<file path="src/rtl/uart_pkg.sv">
// -----------------------------------------------------------------------------
// uart_pkg
// Declarations shared by the UART receiver and transmitter:
//   - rx_state_e        : receiver state encoding
//   - calc_bit_cycles() : clocks per serial bit for a given clock and baud rate
//   - calc_half_cycles(): clocks per half bit (mid-bit sampling offset)
// -----------------------------------------------------------------------------
package uart_pkg;

    // Receiver frame-tracking states.
    typedef enum logic [1:0] {
        RX_IDLE  = 2'd0,
        RX_START = 2'd1,
        RX_DATA  = 2'd2,
        RX_STOP  = 2'd3
    } rx_state_e;

    // Integer division: any fractional remainder becomes a small baud-rate
    // error that the mid-bit sampling absorbs.
    function automatic int unsigned calc_bit_cycles(input int unsigned clk_hz,
                                                    input int unsigned baud);
        return clk_hz / baud;
    endfunction

    function automatic int unsigned calc_half_cycles(input int unsigned clk_hz,
                                                     input int unsigned baud);
        return calc_bit_cycles(clk_hz, baud) / 2;
    endfunction

endpackage

</file>
<file path="src/rtl/uart_rx_sync.sv">
// -----------------------------------------------------------------------------
// uart_rx_sync
// Two-flop synchronizer for the asynchronous serial line plus a falling-edge
// detector on the synchronized value.
//
// Ports:
//   clock_i    : system clock
//   reset_i    : synchronous active-high reset (all flops preset to idle-high)
//   rx_i       : raw asynchronous serial input, idle high
//   rx_sync_o  : synchronized serial line
//   fall_o     : one-cycle pulse when rx_sync_o goes 1 -> 0
// -----------------------------------------------------------------------------
module uart_rx_sync (
    input  logic clock_i,
    input  logic reset_i,
    input  logic rx_i,
    output logic rx_sync_o,
    output logic fall_o
);

    logic meta_q;   // first stage, may go metastable
    logic sync_q;   // second stage, safe to use
    logic prev_q;   // previous synchronized value, for edge detection

    // Presetting to 1 keeps a reset release from looking like a start edge.
    always_ff @(posedge clock_i) begin
        if (reset_i) begin
            meta_q <= 1'b1;
            sync_q <= 1'b1;
            prev_q <= 1'b1;
        end else begin
            meta_q <= rx_i;
            sync_q <= meta_q;
            prev_q <= sync_q;
        end
    end

    assign rx_sync_o = sync_q;
    assign fall_o    = prev_q & ~sync_q;

endmodule

</file>
<file path="src/rtl/uart_receive.sv">
// -----------------------------------------------------------------------------
// uart_receive
// 8N1 UART receiver: 1 start bit, 8 data bits LSB first, 1 stop bit, no
// parity. The line is synchronized, a falling edge in IDLE starts a frame,
// the start bit is re-checked at mid-bit (glitch rejection) and every later
// bit is sampled one bit period after the previous sample point.
//
// Parameters:
//   CLK_HZ : system clock frequency in Hz
//   BAUD   : serial bit rate
//
// Ports:
//   clock      : system clock, all state updates on rising edge
//   reset      : synchronous active-high reset
//   rx         : asynchronous serial line, idle high
//   dataOut    : last correctly framed byte
//   dataValid  : one-cycle pulse, dataOut has just been updated
//   frameError : one-cycle pulse, stop bit was sampled low
//   busy       : high whenever a frame is being tracked (state != IDLE)
//
// Build option:
//   UART_RX_MAJORITY_EN : when defined, each start/data/stop decision is the
//   2-of-3 majority of the synchronized line over three consecutive clocks
//   centred on the nominal sample point. When undefined a single sample is
//   taken and no voting logic exists.
// -----------------------------------------------------------------------------
module uart_receive
    import uart_pkg::*;
#(
    parameter int unsigned CLK_HZ = 4_992_000,
    parameter int unsigned BAUD   = 9600
) (
    input  logic       clock,
    input  logic       reset,
    input  logic       rx,
    output logic [7:0] dataOut,
    output logic       dataValid,
    output logic       frameError,
    output logic       busy
);

    localparam int unsigned BIT_CYCLES  = calc_bit_cycles(CLK_HZ, BAUD);
    localparam int unsigned HALF_CYCLES = calc_half_cycles(CLK_HZ, BAUD);
    localparam int          CNT_W       = $clog2(BIT_CYCLES);

    // The counter runs from 0, so value N-1 marks the end of N elapsed
    // cycles. With majority voting the start decision moves one clock later
    // so that the three votes straddle the mid-point; since the counter is
    // cleared at that decision, every later decision inherits the same
    // one-clock shift and its votes are centred too.
`ifdef UART_RX_MAJORITY_EN
    localparam int unsigned START_DECIDE = HALF_CYCLES;
`else
    localparam int unsigned START_DECIDE = HALF_CYCLES - 1;
`endif

    localparam logic [CNT_W-1:0] START_LAST = CNT_W'(START_DECIDE);
    localparam logic [CNT_W-1:0] BIT_LAST   = CNT_W'(BIT_CYCLES - 1);

    // -------------------------------------------------------------------------
    // Line synchronizer and start-edge detection
    // -------------------------------------------------------------------------
    logic rx_s;
    logic rx_fall;

    uart_rx_sync u_sync (
        .clock_i   (clock),
        .reset_i   (reset),
        .rx_i      (rx),
        .rx_sync_o (rx_s),
        .fall_o    (rx_fall)
    );

    // -------------------------------------------------------------------------
    // Bit decision: single sample or 2-of-3 vote
    // -------------------------------------------------------------------------
    logic sample_bit;

`ifdef UART_RX_MAJORITY_EN
    // hist_q[0] is rx_s one clock ago, hist_q[1] two clocks ago; together with
    // the current value they form the three votes at the decision clock.
    logic [1:0] hist_q;

    always_ff @(posedge clock) begin
        if (reset) begin
            hist_q <= 2'b11;
        end else begin
            hist_q <= {hist_q[0], rx_s};
        end
    end

    assign sample_bit = (hist_q[1] & hist_q[0]) |
                        (hist_q[1] & rx_s)      |
                        (hist_q[0] & rx_s);
`else
    assign sample_bit = rx_s;
`endif

    // -------------------------------------------------------------------------
    // Frame FSM: state register
    // -------------------------------------------------------------------------
    rx_state_e        state_q, state_d;
    logic [CNT_W-1:0] cnt_q,   cnt_d;     // clocks within the current bit
    logic [2:0]       idx_q,   idx_d;     // data bit being received
    logic [7:0]       shift_q, shift_d;   // data bits assembled so far
    logic [7:0]       data_q,  data_d;    // last good byte
    logic             valid_q, valid_d;
    logic             ferr_q,  ferr_d;
    logic             busy_q,  busy_d;

    always_ff @(posedge clock) begin
        if (reset) begin
            state_q <= RX_IDLE;
            cnt_q   <= '0;
            idx_q   <= 3'd0;
            shift_q <= 8'h00;
            data_q  <= 8'h00;
            valid_q <= 1'b0;
            ferr_q  <= 1'b0;
            busy_q  <= 1'b0;
        end else begin
            state_q <= state_d;
            cnt_q   <= cnt_d;
            idx_q   <= idx_d;
            shift_q <= shift_d;
            data_q  <= data_d;
            valid_q <= valid_d;
            ferr_q  <= ferr_d;
            busy_q  <= busy_d;
        end
    end

    // -------------------------------------------------------------------------
    // Frame FSM: next-state and output logic
    // -------------------------------------------------------------------------
    always_comb begin
        state_d = state_q;
        cnt_d   = cnt_q;
        idx_d   = idx_q;
        shift_d = shift_q;
        data_d  = data_q;
        valid_d = 1'b0;
        ferr_d  = 1'b0;

        unique case (state_q)
            RX_IDLE: begin
                // Only a genuine 1 -> 0 transition starts a frame, so a line
                // stuck low after a break cannot retrigger reception.
                if (rx_fall) begin
                    state_d = RX_START;
                    cnt_d   = '0;
                end
            end

            RX_START: begin
                if (cnt_q == START_LAST) begin
                    cnt_d = '0;
                    if (!sample_bit) begin
                        state_d = RX_DATA;
                        idx_d   = 3'd0;
                    end else begin
                        // Line back high by mid-bit: noise, not a start bit.
                        state_d = RX_IDLE;
                    end
                end else begin
                    cnt_d = cnt_q + CNT_W'(1);
                end
            end

            RX_DATA: begin
                if (cnt_q == BIT_LAST) begin
                    cnt_d          = '0;
                    shift_d[idx_q] = sample_bit;
                    if (idx_q == 3'd7) begin
                        state_d = RX_STOP;
                    end else begin
                        idx_d = idx_q + 3'd1;
                    end
                end else begin
                    cnt_d = cnt_q + CNT_W'(1);
                end
            end

            RX_STOP: begin
                if (cnt_q == BIT_LAST) begin
                    // Returning to IDLE at mid stop bit leaves half a bit to
                    // catch the start edge of a back-to-back frame.
                    cnt_d   = '0;
                    idx_d   = 3'd0;
                    state_d = RX_IDLE;
                    if (sample_bit) begin
                        data_d  = shift_q;
                        valid_d = 1'b1;
                    end else begin
                        ferr_d  = 1'b1;
                    end
                end else begin
                    cnt_d = cnt_q + CNT_W'(1);
                end
            end

            default: begin
                state_d = RX_IDLE;
                cnt_d   = '0;
                idx_d   = 3'd0;
            end
        endcase

        // Registered from the next state so busy lines up with state_q.
        busy_d = (state_d != RX_IDLE);
    end

    assign dataOut    = data_q;
    assign dataValid  = valid_q;
    assign frameError = ferr_q;
    assign busy       = busy_q;

endmodule

</file>
<file path="config.mk">
export PLATFORM = sky130hd
export DESIGN_NAME = uart_receive
export DESIGN_NICKNAME = d
export VERILOG_FILES = /design/src/rtl/uart_pkg.sv /design/src/rtl/uart_rx_sync.sv /design/src/rtl/uart_receive.sv
export SDC_FILE = /design/constraint.sdc
export NUM_CORES = 1
export LEC_CHECK = 0
export CAP_MARGIN = 20
export CORE_ASPECT_RATIO = 1.25
export CORE_MARGIN = 2
export CORE_UTILIZATION = 54
export CTS_BUF_LIST = sky130_fd_sc_hd__clkbuf_4 sky130_fd_sc_hd__clkbuf_8
export DETAILED_ROUTE_END_ITERATION = 10
export HOLD_SLACK_MARGIN = 0.12
export PLACE_DENSITY = 0.78
export SYNTH_ARGS = -nofsm -noshare
export SYNTH_HDL_FRONTEND = slang
export SYNTH_SLANG_ARGS = --single-unit
</file>
<file path="constraint.sdc">
create_clock -name clock -period 2.2 [get_ports clock]
set_input_delay 0.33 -clock clock [delete_from_list [all_inputs] [get_ports clock]]
set_output_delay 0.33 -clock clock [all_outputs]
set_load 0.01 [all_outputs]
</file>
# == Word-level counts from Yosys, hierarchy flattened ==
# Index checks and enable logic that the tools add are counted.
# word_totals
reg_bits,37
latch_bits,0
ram_bits,0
rom_bits,0
mem_count,0
# classes
add_sub_neg,2
n_mul,0
div_mod_pow,0
n_lt_le_gt_ge,2
eq_ne,12
shifts,0
mux,22
bitwise,4
reduce_logical,9
# op_table
op,n
$mux W10,3
$pmux W10 S3,1
$mux W3,5
$mux W2,6
$ne A2 B2 Y1 const B,6
$add A10 B1 Y10 const B,1
$eq A10 B10 Y1 const B,1
$eq A10 B9 Y1 const B,1
$pmux W3 S3,1
$bwmux W8,1
$pmux W2 S4,1
$reduce_and A6 Y1,1
$eq A2 B2 Y1 const B,2
$lt A3 B4 Y1 const B,1
$add A3 B1 Y3 const B,1
$demux W1 S3,1
$eq A3 B3 Y1 const B,1
$ge A3 B1 Y1 const B,1
$mux W1,3
$not A1 Y1,3
$reduce_and A3 Y1,1
$reduce_bool A3 Y1,1
$reduce_or A3 Y1,1
$eq A2 B1 Y1 const B,1
other kinds (6),6

# == Longest topological paths before layout ==
# depth
ltp_word,5
depth_mapped,6
mapped_depth_nobuf,6

# == Hierarchy ==
# From an unflattened synthesis, not the netlist that was laid out.
# hier_totals
hier_cells,213
area_unflattened_um2,1830.5
# by_module_without_submodules
module,n_inst,cells_each,area_per_inst_um2,seq_area_each_um2
uart_receive,1,206,1745.4,680.7
uart_rx_sync,1,7,85.1,60.1

# == Least setup slack after synthesis ==
# No wires, ideal clock.
# synth_path
path_kind,register -> register
start,register cnt_q[0]
end,register idx_q[0]
setup_ns,0.123
arrival_time_ns,2.056
required_ns,2.077
slack_ns,0.021
stages_incl_launch_ff,6
path_cell_list,dfxtp_1 > ha_1 > or4bb_1 > o311ai_2 > and3_1 > mux2_1
# synth_between
elab_chain_len,3
word_cells_on_any_way,6
# synth_rtl
element,line,source
from (decl),uart_receive.sv:103,"logic [CNT_W-1:0] cnt_q, cnt_d;"
from (signal assigned),uart_receive.sv:123,cnt_q <= cnt_d;
$eq A10 B10 Y1 / $eq A10 B9 Y1 (equally long branches),"uart_receive.sv:171, uart_receive.sv:185, uart_receive.sv:156",
$ne A2 B2 Y1 (no line),--,
$reduce_and A6 Y1 (no line) *,--,
to (signal assigned),uart_receive.sv:124,idx_q <= idx_d;
to (decl),uart_receive.sv:104,"logic [2:0] idx_q, idx_d;"
# Every way passes the cells marked *; elsewhere a longest branch is shown, timed or not.
# A chain may end at the register's enable or synchronous reset.

# == Worst setup path in the final report ==
# layout_path
start,register cnt_q[7]
end,register shift_q[7]
# layout_between
elab_chain_len,2
# layout_rtl
element,line,source
$eq A10 B10 Y1,uart_receive.sv:171,if (cnt_q == BIT_LAST) begin
$reduce_and A2 Y1 (no line),--,
to (signal assigned),uart_receive.sv:125,shift_q <= shift_d;
to (decl),uart_receive.sv:105,"logic [7:0] shift_q, shift_d;"
# No other way between the ends.

==> flow_metrics.py <==
metrics = {
    "timing": {
        "slew_viol_final": 0,
        "skew_ns": 0.008379,
        "max_slew_margin_pct": 60.52,
        "final-setup-viol-count": 0,
        "fin_crit_sh_pct": 96.19,
        "rsz0062_at_grt": "false",
        "hold_viol_final": 0,
        "worstMarginPinSlew_ns": 0.5894,
        "max_freq_ghz": 0.4726,
        "setup-tns-final_ns": 0,
        "setup_slack_ns": 0.08383,
        "min_period_ns": 2.116,
    },
    "run": {
        "cap_viol_max_count": 0,
    },
    "worst_setup_path": {
        "cp.arrival_ns": 2.34,
        "slowest_delay_ns": 0.61,
        "timing.critical_path.buf_inv": 0,
        "critPathCaptureType": "flop",
        "cp_top_family": "simple AND/OR/NAND/NOR gates",
        "reg2reg_to": "shift_q[7]",
        "worst_ep_required_time_ns": 2.43,
        "r2r_cells": 4,
        "crit_type": "flop to flop",
        "r2r_setup_slack_ns": 0.08,
        "worstReg2RegStart": "cnt_q[7]",
        "crit_path_max_fanout": 7,
        "cp_cell_sequence": "or4_1, or4_4, or3_1, a21oi_1",
        "startpoint_type": "flop",
        "cpMaxStageDelayCell": "or4_1",
    },
    "synthesis": {
        "yosysWarnings": 0,
        "syn-num-nets": 216,
        "ys.flop_type": "dfxtp_1",
        "seq_area_frac_synth_pct": 41.49,
        "syn_avg_cell_area_um2": 8.502,
        "syn_area_mm2": 0.001785,
        "synth-edff-count": 0,
        "ys_types": 46,
        "yosys.area.top_type_share_pct": 41.49,
        "synth_cells": 210,
        "synth.area.top_cells": "dfxtp_1, a21oi_1, nand3_1",
        "yosys.area.top_type": "dfxtp_1",
        "async_flop_share_pct": 0,
        "ys_ff_latch": 37,
    },
    "layout": {
        "ff_latch_area_um2": 740.7,
        "multi_input_area_um2": 965.9,
        "antenna_cells": 0,
        "fin_nets": 237,
        "final_common_cell": "dfxtp_1",
        "utilization_pct": 66.08,
        "area_growth_pct": 18.22,
        "fillers": 262,
        "drive_gt1_share_pct": 12.93,
        "final_cell_mix": "dfxtp_1, a21oi_1, nand3_1, o21ai_0",
    },
    "clocking": {
        "clockRootBuffer": "clkbuf_8",
        "cts_htree_levels": 2,
        "clock-sinks": 37,
        "cts_hold_buf": 0,
        "cts_made_buffers": 5,
        "clk_pin_slew_worst_paths_ns": 0.08,
        "post_cts_resized": 0,
        "insertion_delay_ns": 0.30,
        "clockBufferDepth": 2,
        "cts_tree": "yes",
        "cts_setup_buffers": 0,
    },
    "drt": {
        "wirelength_mm": 4.005,
        "final_antenna_net_count": 0,
        "wl_per_cell_um": 14.89,
        "via_per_inst": 6.182,
        "drc": 0,
        "dr.pass1.iters": 4,
        "dr_total_vias": 1663,
        "drt_iter0_drc": 77,
    },
    "global_routing": {
        "grt_util_all_layers_pct": 23.67,
        "grt_pass1_vias": 1610,
        "overflow": 0,
        "antenna_found_initial": 0,
        "grt_pass1_wl_mm": 6.844,
        "grt_max_degree": 36,
    },
    "placement": {
        "dp_hpwl_mm": 2.974,
        "pre_cts_ws_ns": 0.1044,
        "routabilityCongestion": 0.8101,
        "port_buffers": 13,
    },
    "pwr": {
        "leakage_nw": 0.7244,
        "netSwitchingPower_mw": 0.2917,
        "p_comb_share_pct": 4.4,
        "power.density_mw_per_mm2": 589.9,
        "p_int_mw": 0.9536,
        "power_frac_seq_pct": 55.3,
        "clkPwrFrac_pct": 40.3,
        "switching_share_pct": 23.42,
        "ir_drop_v": 0.0004445,
    },
    "die": {
        "row_count": 23,
        "die_h_um": 68.29,
        "core_mm2": 0.003194,
        "io-pin-count": 14,
        "dieArea_mm2": 0.003785,
        "start_util_pct": 55.90,
        "die_x_um": 55.43,
    },
    "hold_path": {
        "min_to": "u_sync.rx_sync_o",
        "worstHoldStart": "u_sync.meta_q",
        "hp-class": "flop to flop",
        "holdPathStages": 1,
    },
    "status": {
        "status": "finished clean",
    },
}
## cell usage after synthesis (2+ instances only)
cell type	count
ha_1	3
o21a_1	2
nand4_1	7
dfxtp_1	37
a21oi_1	21
xnor2_1	2
nor3_1	7
o21ai_0	15
a22o_1	2
nor2b_1	7
nor2_1	4
o31ai_1	4
o22ai_1	4
clkbuf_1	9
o41ai_1	4
mux2i_1	2
inv_1	7
nand3_1	16
nand2_1	14
a21o_1	2
buf_1	3
or2_2	3
a221oi_1	2
or4_1	3
nand2b_1	4
nor4_1	4
a211oi_1	3
## sequential cells by signal (all words and copies together) (netlist names)
signal            flops
frameError            1
u_sync.prev_q         1
state_q               2
u_sync.meta_q         1
shift_q               8
dataOut               8
busy                  1
dataValid             1
cnt_q                10
idx_q                 3
u_sync.rx_sync_o      1
## per-stage QoR
stage	hold WS, ns	cells	instance area [um2]	power, mW
floorplan	0.3895	210	1785	0.7355
global placement	0.3920	261	2014	0.7568
finish	0.4243	269	2111	1.245
global route	0.4490	269	2111	1.285
detailed placement	0.4108	261	2014	0.7590
CTS	0.4316	269	2111	1.262
## cell type report
class	instances	share of cell area (%)
timing repair buffer	27	11.14
clock inverter	2	0.6520
sequential	37	35.09
inverter	7	1.245
multi-input combinational	153	45.76
tap	37	2.193
clock buffer	6	3.912
## cells by family after synthesis
group | share of synthesized area [%]
fa+ha+maj | 2.103
buf+inv | 4.415
mux | 1.752
compound gates | 24.39
simple gates | 24.88
flops | 41.49
xor+xnor | 0.9813
## worst max-delay path by stage
stage              from         end  slack, ns  depth (start not counted)
6_report       cnt_q[7]  shift_q[7]       0.08                          4
5_1_grt        cnt_q[7]  shift_q[7]      0.001                          4
4_1_cts        cnt_q[7]  shift_q[7]       0.09                          4
3_5_place_dp   cnt_q[7]  shift_q[7]       0.10                          4
3_3_place_gp   cnt_q[7]  shift_q[7]       0.17                          4
2_1_floorplan  cnt_q[0]    idx_q[0]       0.02                          5
## power groups by stage
stage / Clock [mW] / Sequential, mW / Combinational [mW]
after global routing: 0.534 / 0.690 / 0.0611
after global placement: 0 / 0.703 / 0.0536
after detailed placement: 0 / 0.704 / 0.0552
after CTS: 0.519 / 0.688 / 0.0553
final: 0.502 / 0.688 / 0.0552
after floorplan: 0 / 0.698 / 0.0375
## routing by layer
layer / track usage (%) / share of wire (%)
met5: 0 / 0
met4: 15.55 / 2.6
met3: 6.427 / 3.5
met2: 44.49 / 54
met1: 23.02 / 40
Note: power is estimated with default switching activity, not from simulation.
